===== src/rtl/recirculador_pkg.sv =====
// Shared link-state encodings and character constants for the recirculador path.
package recirculador_pkg;

  typedef enum logic [2:0] {
    ST_IDLE   = 3'd0,
    ST_SEARCH = 3'd1,
    ST_ACTIVE = 3'd2,
    ST_ERROR  = 3'd3
  } state_e;

  localparam logic [7:0] K_COMMA    = 8'hBC;
  localparam logic [7:0] K_ERR_CODE = 8'hFF;

endpackage


===== src/rtl/recirculador_ctrl_if.sv =====
// Byte stream in from serial-to-parallel, link status out to the recirculador.
interface recirculador_ctrl_if;
  import recirculador_pkg::*;

  logic [7:0] data_in;
  logic       valid_in;
  logic       active;
  logic [2:0] fsm_state;
  logic [3:0] comma_cnt;
  logic [2:0] err_cnt;
  logic       link_lost;

  modport slave (
    input  data_in, valid_in,
    output active, fsm_state, comma_cnt, err_cnt, link_lost
  );

  modport master (
    output data_in, valid_in,
    input  active, fsm_state, comma_cnt, err_cnt, link_lost
  );

endinterface


===== src/rtl/recirculador_ctrl_sat_counter.sv =====
// Saturating up/down counter with synchronous clear; clear beats inc beats dec.
module sat_counter #(
  parameter int unsigned WIDTH = 4
) (
  input  logic             clk,
  input  logic             rst_n,
  input  logic             clr,
  input  logic             inc,
  input  logic             dec,
  output logic [WIDTH-1:0] count
);

  localparam logic [WIDTH-1:0] ONE = WIDTH'(1);

  logic [WIDTH-1:0] count_q;
  logic [WIDTH-1:0] count_d;

  always_comb begin
    count_d = count_q;
    if (clr) begin
      count_d = '0;
    end else if (inc) begin
      if (count_q != '1) count_d = count_q + ONE;
    end else if (dec) begin
      if (count_q != '0) count_d = count_q - ONE;
    end
  end

  always_ff @(posedge clk or negedge rst_n) begin
    if (!rst_n) count_q <= '0;
    else        count_q <= count_d;
  end

  assign count = count_q;

endmodule


===== src/rtl/recirculador_ctrl.sv =====
// Link-state controller: comma search, active monitoring with error/gap accounting, hold-off.
module recirculador_ctrl
  import recirculador_pkg::*;
#(
  parameter logic [7:0]  COMMA     = K_COMMA,
  parameter logic [7:0]  ERR_CODE  = K_ERR_CODE,
  parameter int unsigned NUM_COMMA = 4,
  parameter int unsigned MAX_ERR   = 3,
  parameter int unsigned MAX_GAP   = 8,
  parameter int unsigned GOOD_RUN  = 16,
  parameter int unsigned HOLD      = 4
) (
  input  logic                clk,
  input  logic                reset,
  recirculador_ctrl_if.slave  bus
);

  localparam logic [3:0] NUM_COMMA_L = 4'(NUM_COMMA);
  localparam logic [3:0] MAX_ERR_L   = 4'(MAX_ERR);
  localparam logic [7:0] MAX_GAP_L   = 8'(MAX_GAP);
  localparam logic [7:0] GOOD_RUN_L  = 8'(GOOD_RUN);
  localparam logic [7:0] HOLD_L      = 8'(HOLD);

  state_e     state_q, state_d;
  logic [3:0] comma_q, comma_d;
  logic       active_q, active_d;
  logic       link_lost_q, link_lost_d;

  logic [7:0] gap_cnt, good_cnt, hold_cnt;
  logic [2:0] err_cnt;
  logic       gap_clr, gap_inc;
  logic       good_clr, good_inc;
  logic       hold_clr, hold_inc;
  logic       err_clr, err_inc, err_dec;

  logic [3:0] comma_nxt;
  logic [3:0] err_nxt;
  logic [7:0] gap_nxt, good_nxt, hold_nxt;
  logic       is_comma, is_err_byte, good_byte, gap_hit, good_done, err_event;

  assign comma_nxt   = comma_q + 4'd1;
  assign err_nxt     = {1'b0, err_cnt} + 4'd1;
  assign gap_nxt     = gap_cnt + 8'd1;
  assign good_nxt    = good_cnt + 8'd1;
  assign hold_nxt    = hold_cnt + 8'd1;
  assign is_comma    = bus.valid_in && (bus.data_in == COMMA);
  assign is_err_byte = bus.valid_in && (bus.data_in == ERR_CODE);
  assign good_byte   = bus.valid_in && (bus.data_in != ERR_CODE);
  assign gap_hit     = !bus.valid_in && (gap_nxt == MAX_GAP_L);
  // A byte is either good or an error, so decay and error never coincide.
  assign good_done   = good_byte && (good_nxt == GOOD_RUN_L);
  assign err_event   = is_err_byte || gap_hit;

  always_comb begin
    state_d     = state_q;
    comma_d     = comma_q;
    active_d    = 1'b0;
    link_lost_d = 1'b0;
    gap_clr     = 1'b1;
    gap_inc     = 1'b0;
    good_clr    = 1'b1;
    good_inc    = 1'b0;
    hold_clr    = 1'b1;
    hold_inc    = 1'b0;
    err_clr     = 1'b0;
    err_inc     = 1'b0;
    err_dec     = 1'b0;

    unique case (state_q)
      ST_IDLE: begin
        state_d = ST_SEARCH;
        comma_d = '0;
        err_clr = 1'b1;
      end
      ST_SEARCH: begin
        err_clr = 1'b1;
        if (is_comma) begin
          if (comma_nxt == NUM_COMMA_L) begin
            state_d  = ST_ACTIVE;
            comma_d  = '0;
            active_d = 1'b1;
          end else begin
            comma_d = comma_nxt;
          end
        end else if (bus.valid_in) begin
          comma_d = '0;
        end
      end
      ST_ACTIVE: begin
        active_d = 1'b1;
        comma_d  = '0;
        gap_clr  = bus.valid_in || gap_hit;
        gap_inc  = !bus.valid_in;
        good_clr = err_event || good_done;
        good_inc = good_byte;
        err_inc  = err_event;
        err_dec  = good_done;
        if (err_event && (err_nxt == MAX_ERR_L)) begin
          state_d     = ST_ERROR;
          active_d    = 1'b0;
          link_lost_d = 1'b1;
        end
      end
      ST_ERROR: begin
        hold_inc = 1'b1;
        hold_clr = (hold_nxt == HOLD_L);
        if (hold_nxt == HOLD_L) begin
          state_d = ST_SEARCH;
          comma_d = '0;
          err_clr = 1'b1;
        end
      end
      default: begin
        state_d = ST_IDLE;
        comma_d = '0;
        err_clr = 1'b1;
      end
    endcase
  end

  always_ff @(posedge clk or negedge reset) begin
    if (!reset) begin
      state_q     <= ST_IDLE;
      comma_q     <= '0;
      active_q    <= 1'b0;
      link_lost_q <= 1'b0;
    end else begin
      state_q     <= state_d;
      comma_q     <= comma_d;
      active_q    <= active_d;
      link_lost_q <= link_lost_d;
    end
  end

  sat_counter #(.WIDTH(8)) u_gap (
    .clk(clk), .rst_n(reset), .clr(gap_clr), .inc(gap_inc), .dec(1'b0), .count(gap_cnt)
  );

  sat_counter #(.WIDTH(8)) u_good (
    .clk(clk), .rst_n(reset), .clr(good_clr), .inc(good_inc), .dec(1'b0), .count(good_cnt)
  );

  sat_counter #(.WIDTH(8)) u_hold (
    .clk(clk), .rst_n(reset), .clr(hold_clr), .inc(hold_inc), .dec(1'b0), .count(hold_cnt)
  );

  sat_counter #(.WIDTH(3)) u_err (
    .clk(clk), .rst_n(reset), .clr(err_clr), .inc(err_inc), .dec(err_dec), .count(err_cnt)
  );

  assign bus.active    = active_q;
  assign bus.fsm_state = state_q;
  assign bus.comma_cnt = comma_q;
  assign bus.err_cnt   = err_cnt;
  assign bus.link_lost = link_lost_q;

endmodule


===== src/flat_wrapper.sv =====
// flat-port wrapper written by rule: the top's interface ports become plain ports
module recirculador_ctrl_flat import recirculador_pkg::*;
#(
  parameter logic [7:0]  COMMA     = K_COMMA,
  parameter logic [7:0]  ERR_CODE  = K_ERR_CODE,
  parameter int unsigned NUM_COMMA = 4,
  parameter int unsigned MAX_ERR   = 3,
  parameter int unsigned MAX_GAP   = 8,
  parameter int unsigned GOOD_RUN  = 16,
  parameter int unsigned HOLD      = 4
)
  (clk, reset, bus_data_in, bus_valid_in, bus_active, bus_fsm_state, bus_comma_cnt, bus_err_cnt, bus_link_lost);
  recirculador_ctrl_if bus_i ();
  input  logic clk;
  input  logic reset;
  input wire logic [$bits(bus_i.data_in)-1:0] bus_data_in;
  input wire logic [$bits(bus_i.valid_in)-1:0] bus_valid_in;
  output wire logic [$bits(bus_i.active)-1:0] bus_active;
  output wire logic [$bits(bus_i.fsm_state)-1:0] bus_fsm_state;
  output wire logic [$bits(bus_i.comma_cnt)-1:0] bus_comma_cnt;
  output wire logic [$bits(bus_i.err_cnt)-1:0] bus_err_cnt;
  output wire logic [$bits(bus_i.link_lost)-1:0] bus_link_lost;
  assign bus_i.data_in = bus_data_in;
  assign bus_i.valid_in = bus_valid_in;
  assign bus_active = bus_i.active;
  assign bus_fsm_state = bus_i.fsm_state;
  assign bus_comma_cnt = bus_i.comma_cnt;
  assign bus_err_cnt = bus_i.err_cnt;
  assign bus_link_lost = bus_i.link_lost;
  recirculador_ctrl #(.COMMA(COMMA), .ERR_CODE(ERR_CODE), .NUM_COMMA(NUM_COMMA), .MAX_ERR(MAX_ERR), .MAX_GAP(MAX_GAP), .GOOD_RUN(GOOD_RUN), .HOLD(HOLD)) u_core (.clk(clk), .reset(reset), .bus(bus_i));
endmodule

===== config.mk =====
export PLATFORM = sky130hd
export DESIGN_NAME = recirculador_ctrl_flat
export DESIGN_NICKNAME = d
export VERILOG_FILES = /design/src/rtl/recirculador_pkg.sv /design/src/rtl/recirculador_ctrl_if.sv /design/src/rtl/recirculador_ctrl_sat_counter.sv /design/src/rtl/recirculador_ctrl.sv /design/src/flat_wrapper.sv
export SDC_FILE = /design/constraint.sdc
export NUM_CORES = 1
export LEC_CHECK = 0
export CAP_MARGIN = 0
export CORE_MARGIN = 3
export CORE_UTILIZATION = 30
export DETAILED_ROUTE_END_ITERATION = 16
export GPL_TIMING_DRIVEN = 0
export HOLD_SLACK_MARGIN = 0.02
export SYNTH_ARGS = -nofsm -noshare
export SYNTH_HDL_FRONTEND = slang
export SYNTH_HIERARCHICAL = 1
export SYNTH_SLANG_ARGS = --single-unit
export TNS_END_PERCENT = 5

===== constraint.sdc =====
create_clock -name clk -period 3.3 [get_ports clk]
set_input_delay 0.66 -clock clk [delete_from_list [all_inputs] [get_ports clk]]
set_output_delay 0.66 -clock clk [all_outputs]
set_load 0.005 [all_outputs]

; ---- Word level (Yosys, flattened, before mapping)
; Cells that the tools add are included.
[word_totals]
regBits = 36
in_bits = 11
output_inout_bits = 12
word_cells = 102
[classes]
eq_ne = 21
n_mux = 40
n_reduce_logical = 26
addsub = 7
[ops]
columns = cell, count
row1 = $mux W8, 9
row2 = $ne A8 B8 Y1 const B, 4
row3 = $mux W3, 9
row4 = $add A8 B1 Y8 const B, 3
row5 = $eq A8 B8 Y1 const B, 2
row6 = $mux W4, 4
row7 = $mux W1, 14
row8 = $pmux W3 S4, 1
row9 = $reduce_bool A2 Y1, 6
row10 = $reduce_bool A3 Y1, 3
row11 = $eq A8 B3 Y1 const B, 1
row12 = $eq A8 B4 Y1 const B, 1
row13 = $eq A8 B5 Y1 const B, 1
row14 = $ne A2 B1 Y1 const B, 4
row15 = $pmux W4 S2, 1
row16 = $reduce_and A2 Y1, 4
row17 = $eq A3 B2 Y1 const B, 2
row18 = $logic_and A1 B1 Y1, 6
row19 = $ne A3 B2 Y1 const B, 2
row20 = $add A3 B1 Y4 const B, 1
row21 = $add A4 B1 Y4 const B, 1
row22 = $eq A4 B2 Y1 const B, 1
row23 = $eq A4 B3 Y1 const B, 1
row24 = $pmux W1 S2, 2
row25 = other kinds (9), 11

; ---- Longest topological paths before layout
[depth]
ltp_word = 8
depth_mapped = 10
ltp_nobuf = 10

; ---- Cells and area by module
; The synthesis kept the hierarchy.
[modules_own_cells]
columns = module, instances, cells_per_inst, area_each_um2, seq_area_each_um2
row1 = sat_counter at u_core.u_gap ..., 3, 88, 779.5, 200.2
row2 = recirculador_ctrl, 1, 78, 714.4, 200.2
row3 = sat_counter at u_core.u_err, 1, 28, 252.7, 75.1

; ---- Worst setup path after synthesis
; OpenSTA, ideal clock, no wires.
[synth_path]
path_kind = input to register
from = input port bus_data_in[3]
to = register u_core.u_good.count_q[5] (netlist: u_core/u_good/count[5])
setup_slack_ps = 250
setup_ps = 78
arrival_time_ps = 2972
cell_stages = 8
t_required_ps = 3222
n_path_buf = 0
cell_sequence = and4_1 > a31oi_1 > inv_1 > ha_1 > nor2b_1 > or3b_1 > a32o_2 > a21oi_1
[synth_between]
elab_cells_between_ends = 13
cone_classes = 2 x eq/ne / 3 x mux / 8 x reduce/logical
[synth_rtl]
columns = element, line
row1 = "start, declared", flat_wrapper.sv:16  ; input wire logic [$bits(bus_i.data_in)-1:0] bus_data_in;
row2 = $ne A8 B8 Y1, recirculador_ctrl.sv:48  ; assign good_byte = bus.valid_in && (bus.data_in != ERR_CODE);
row3 = $logic_and A1 B1 Y1, recirculador_ctrl.sv:48
row4 = $mux W1, recirculador_ctrl.sv:69  ; unique case (state_q)
row5 = net u_core.good_inc, recirculador_ctrl.sv:32  ; logic good_clr, good_inc;
row6 = $reduce_bool A2 Y1 (no source line), n/a
row7 = $reduce_and A2 Y1 (no source line), n/a
row8 = "end signal, assigned", recirculador_ctrl_sat_counter.sv:31  ; else count_q <= count_d;
row9 = "end, declared", recirculador_ctrl_sat_counter.sv:15  ; logic [WIDTH-1:0] count_q;
; The timed path passes the listed nets, and every way through them passes these cells.
; A chain may end at the register's enable or synchronous reset.

; ---- Final worst setup path
[layout_path]
from = input port bus_data_in[6]
to = register u_core.u_good.count_q[5] (netlist: u_core/u_good/count[5])
; Same word-level chain as after synthesis.

==> results.tsv <==
metric	value	unit
antenna diode count	0	
clock power share	43.0	%
max cap viols	0	
top cells by area, synth	dfrtp_1 26%, ha_1 9.1%, a211oi_1 4.1%	
Post-route DRC	0	
Setup-failing EPs final	0	
vias per cell	5.55	
hold_ws	449	ps
register bit total from synthesis	35	
pwr dens	211	nW/um^2
CTS tree	done	
Max Slew Vio Count	0	
vias	2988	
area leader, netlist	dfrtp_1	
placed cell count	530	
Cell Count, Final, Fillers Out	538	
crit path capture type	register	
CP required	3510	ps
Initial DRC Count	123	
port bufs	21	
share of layout cells above drive strength 1	12.4	%
first-pass GRT wire length	13600	um
GP Congestion	0.840	
gr ovfl total	0	
Worst-path clk slew	70	ps
slew at the pin with the worst max-slew slack	781	ps
Post-synth ARST share	100	%
CTS Buffer Depth	2	
remaining antenna violation count after routing	0	
All-Layer GR Usage	12.8	%
Num CTS Buffers	5	
area grow syn2layout	15.6	%
clock sink count	35	
worst r2r path cells	9	
die area	12300	um^2
setup ws final	202	ps
worst slack, placed	-637	ps
final-stage net count	440	
top-area cell type share of the netlist area	26.5	%
Main synth FF type	dfrtp_1	
die height	111	um
Seq pwr share	53.1	%
first-pass detailed-route iteration total	4	
cell area after layout	3820	um^2
VDD IR-drop max	113	uV
reg-to-reg critical path endpoint	u_core/u_gap/count[5]$_DFFE_PN0P_	
Int Pwr	633	uW
most frequent cells in the layout	35 x dfrtp_1, 22 x inv_1, 22 x ha_1	
WL final	7850	um
Mapped Cells	370	
fill cell count	1069	
Post-Syn Area	3310	um^2
vias in the first global route	2865	
core outline area	10500	um^2
Worst Path Arrival	3310	ps
Post-DP Area	3690	um^2
fin crit share	93.9	%
sw power	174	uW
Initial Util	31.5	%
drt wl/cell	14.6	um
flop-to-flop setup slack	250	ps
Gate power share	3.9	%
crit path launch type	input port	
Site Rows	37	
LEAKAGE	0.00154	uW
number of synthesized flops with an enable pin	0	
fmax	0.323	GHz
post-synth cell types	62	
Slew headroom	48.0	%
average cell area after synthesis	8.93	um^2
skew final	3.64	ps
switch share	21.5	%
most common cell after layout, fill and taps aside	dfrtp_1	
r2r startpoint	u_core/bus.fsm_state[0]$_DFFE_PN0P_	
Seq/Total Area, Yosys	26.5	%
dpl hpwl	5930	um
later-pin clock latency in the skew report	290	ps
status	complete, no violations	
Die X	111	um
largest net degree at the start of global routing	36	
Warnings, synthesis	6	
num ports	23	
Final Hold Fails	0	
unrepaired setup endpoints after global routing	no	
CP Class	in2reg	
initial antenna violation count	0	
Final min period	3100	ps
worst min path class	in2async	
CTS root buffer	clkbuf_8	
# H-tree levels	2	
critical path peak fanout	8	
## through the flow
step / setup TNS (ps) / util, % / power (uW)
2_1_floorplan: 0 / - / 445
3_3_place_gp: -4080 / 35.2 / 469
3_5_place_dp: -4280 / 35.1 / 468
4_1_cts: 0 / 36.3 / 822
5_1_grt: 0 / 36.4 / 843
6_report: 0 / 36.4 / 807
## metal layers
metal	global-route usage [%]	vias up	share of wire (%)	routed length, um
met4	3.53	0	0.24	19
met3	2.18	2	3.0	232
met2	20.1	54	46	3630
met1	18.0	1432	51	3970
li1	-	1500	-	-
met5	0	-	0	0
## worst max-delay path, stage by stage
cell and delay [ps]:
clkdlybuf4s50_1 460, and3_1 240, a31oi_4 330, inv_1 230
ha_2 420, nor2b_1 170, or3b_1 350, a32o_2 280
a21oi_1 150
## cells in the mapped netlist, types with 4 or more instances
cell,number
xnor2_1,4
o211ai_1,9
nand2b_1,4
or4_4,6
nor2b_1,17
nand2_1,21
nor3_1,8
nand4_1,10
nand3_1,18
a211oi_1,18
or2_2,4
o21ai_0,10
nor3b_1,10
and3_1,4
o21ai_1,14
ha_1,24
o21a_1,15
a21oi_1,17
nor2_1,11
fa_1,4
inv_1,22
o21ai_2,4
dfrtp_1,35
or3b_1,7
## sequential cells by signal (all words and copies together), names as in the netlist
| name | flops |
|---|---|
| u_core/u_good/count | 8 |
| u_core/bus.fsm_state | 2 |
| u_core/bus.comma_cnt | 4 |
| u_core/u_hold/count | 8 |
| u_core/u_gap/count | 8 |
| u_core/bus.link_lost | 1 |
| u_core/bus.active | 1 |
| u_core/u_err/count | 3 |
## worst max-delay path by stage
stage / cells after the start / startpoint / endpoint
after floorplan: 8 / bus_data_in[3] / u_core/u_good/count[5]$_DFFE_PN0P_
final: 9 / bus_data_in[6] / u_core/u_good/count[5]$_DFFE_PN0P_
after CTS: 9 / bus_valid_in / u_core/u_good/count[5]$_DFFE_PN0P_
after global placement: 9 / bus_valid_in / u_core/u_good/count[5]$_DFFE_PN0P_
after detailed placement: 9 / bus_valid_in / u_core/u_good/count[5]$_DFFE_PN0P_
after global routing: 9 / bus_data_in[6] / u_core/u_good/count[5]$_DFFE_PN0P_
## cell type report
class / count / area (um^2) / area share, %
plain buffers: 6 / 37.5 / 0.982
clock buffers: 8 / 100 / 2.62
inverters: 22 / 82.6 / 2.16
multi-input cells: 310 / 2350 / 61.4
flip-flops and latches: 35 / 876 / 22.9
well taps: 136 / 170 / 4.45
repair buffers: 21 / 208 / 5.43
## power groups by stage
| stage | Sequential, uW | Combinational [uW] | Clock [uW] |
|---|---|---|---|
| floorplan | 437 | 7.47 | 0 |
| global placement | 437 | 31.9 | 0 |
| detailed placement | 437 | 31.4 | 0 |
| CTS | 429 | 32.4 | 361 |
| global route | 428 | 35.2 | 380 |
| finish | 429 | 31.3 | 347 |
## cells by family (layout without fill, tap and decap cells)
group / count (synthesis) / after routing / share of synthesized area [%]
AND/OR/NAND/NOR: 138 / 138 / 26.0
AO/OA/AOI/OAI: 133 / 133 / 30.3
flip-flops: 35 / 35 / 26.5
adder cells (fa/ha/maj): 28 / 28 / 11.5
buffers and inverters: 28 / 57 / 3.63
XOR/XNOR: 4 / 4 / 1.06
multiplexers: 3 / 3 / 0.908
other: 1 / 4 / 0.113
## what timing repair did
item	in CTS	in global routing
gates resized for setup	3	4
hold buffers	0	0
setup endpoints to repair	8	5
setup buffers	0	0
Note: power is estimated with default switching activity, not from simulation.
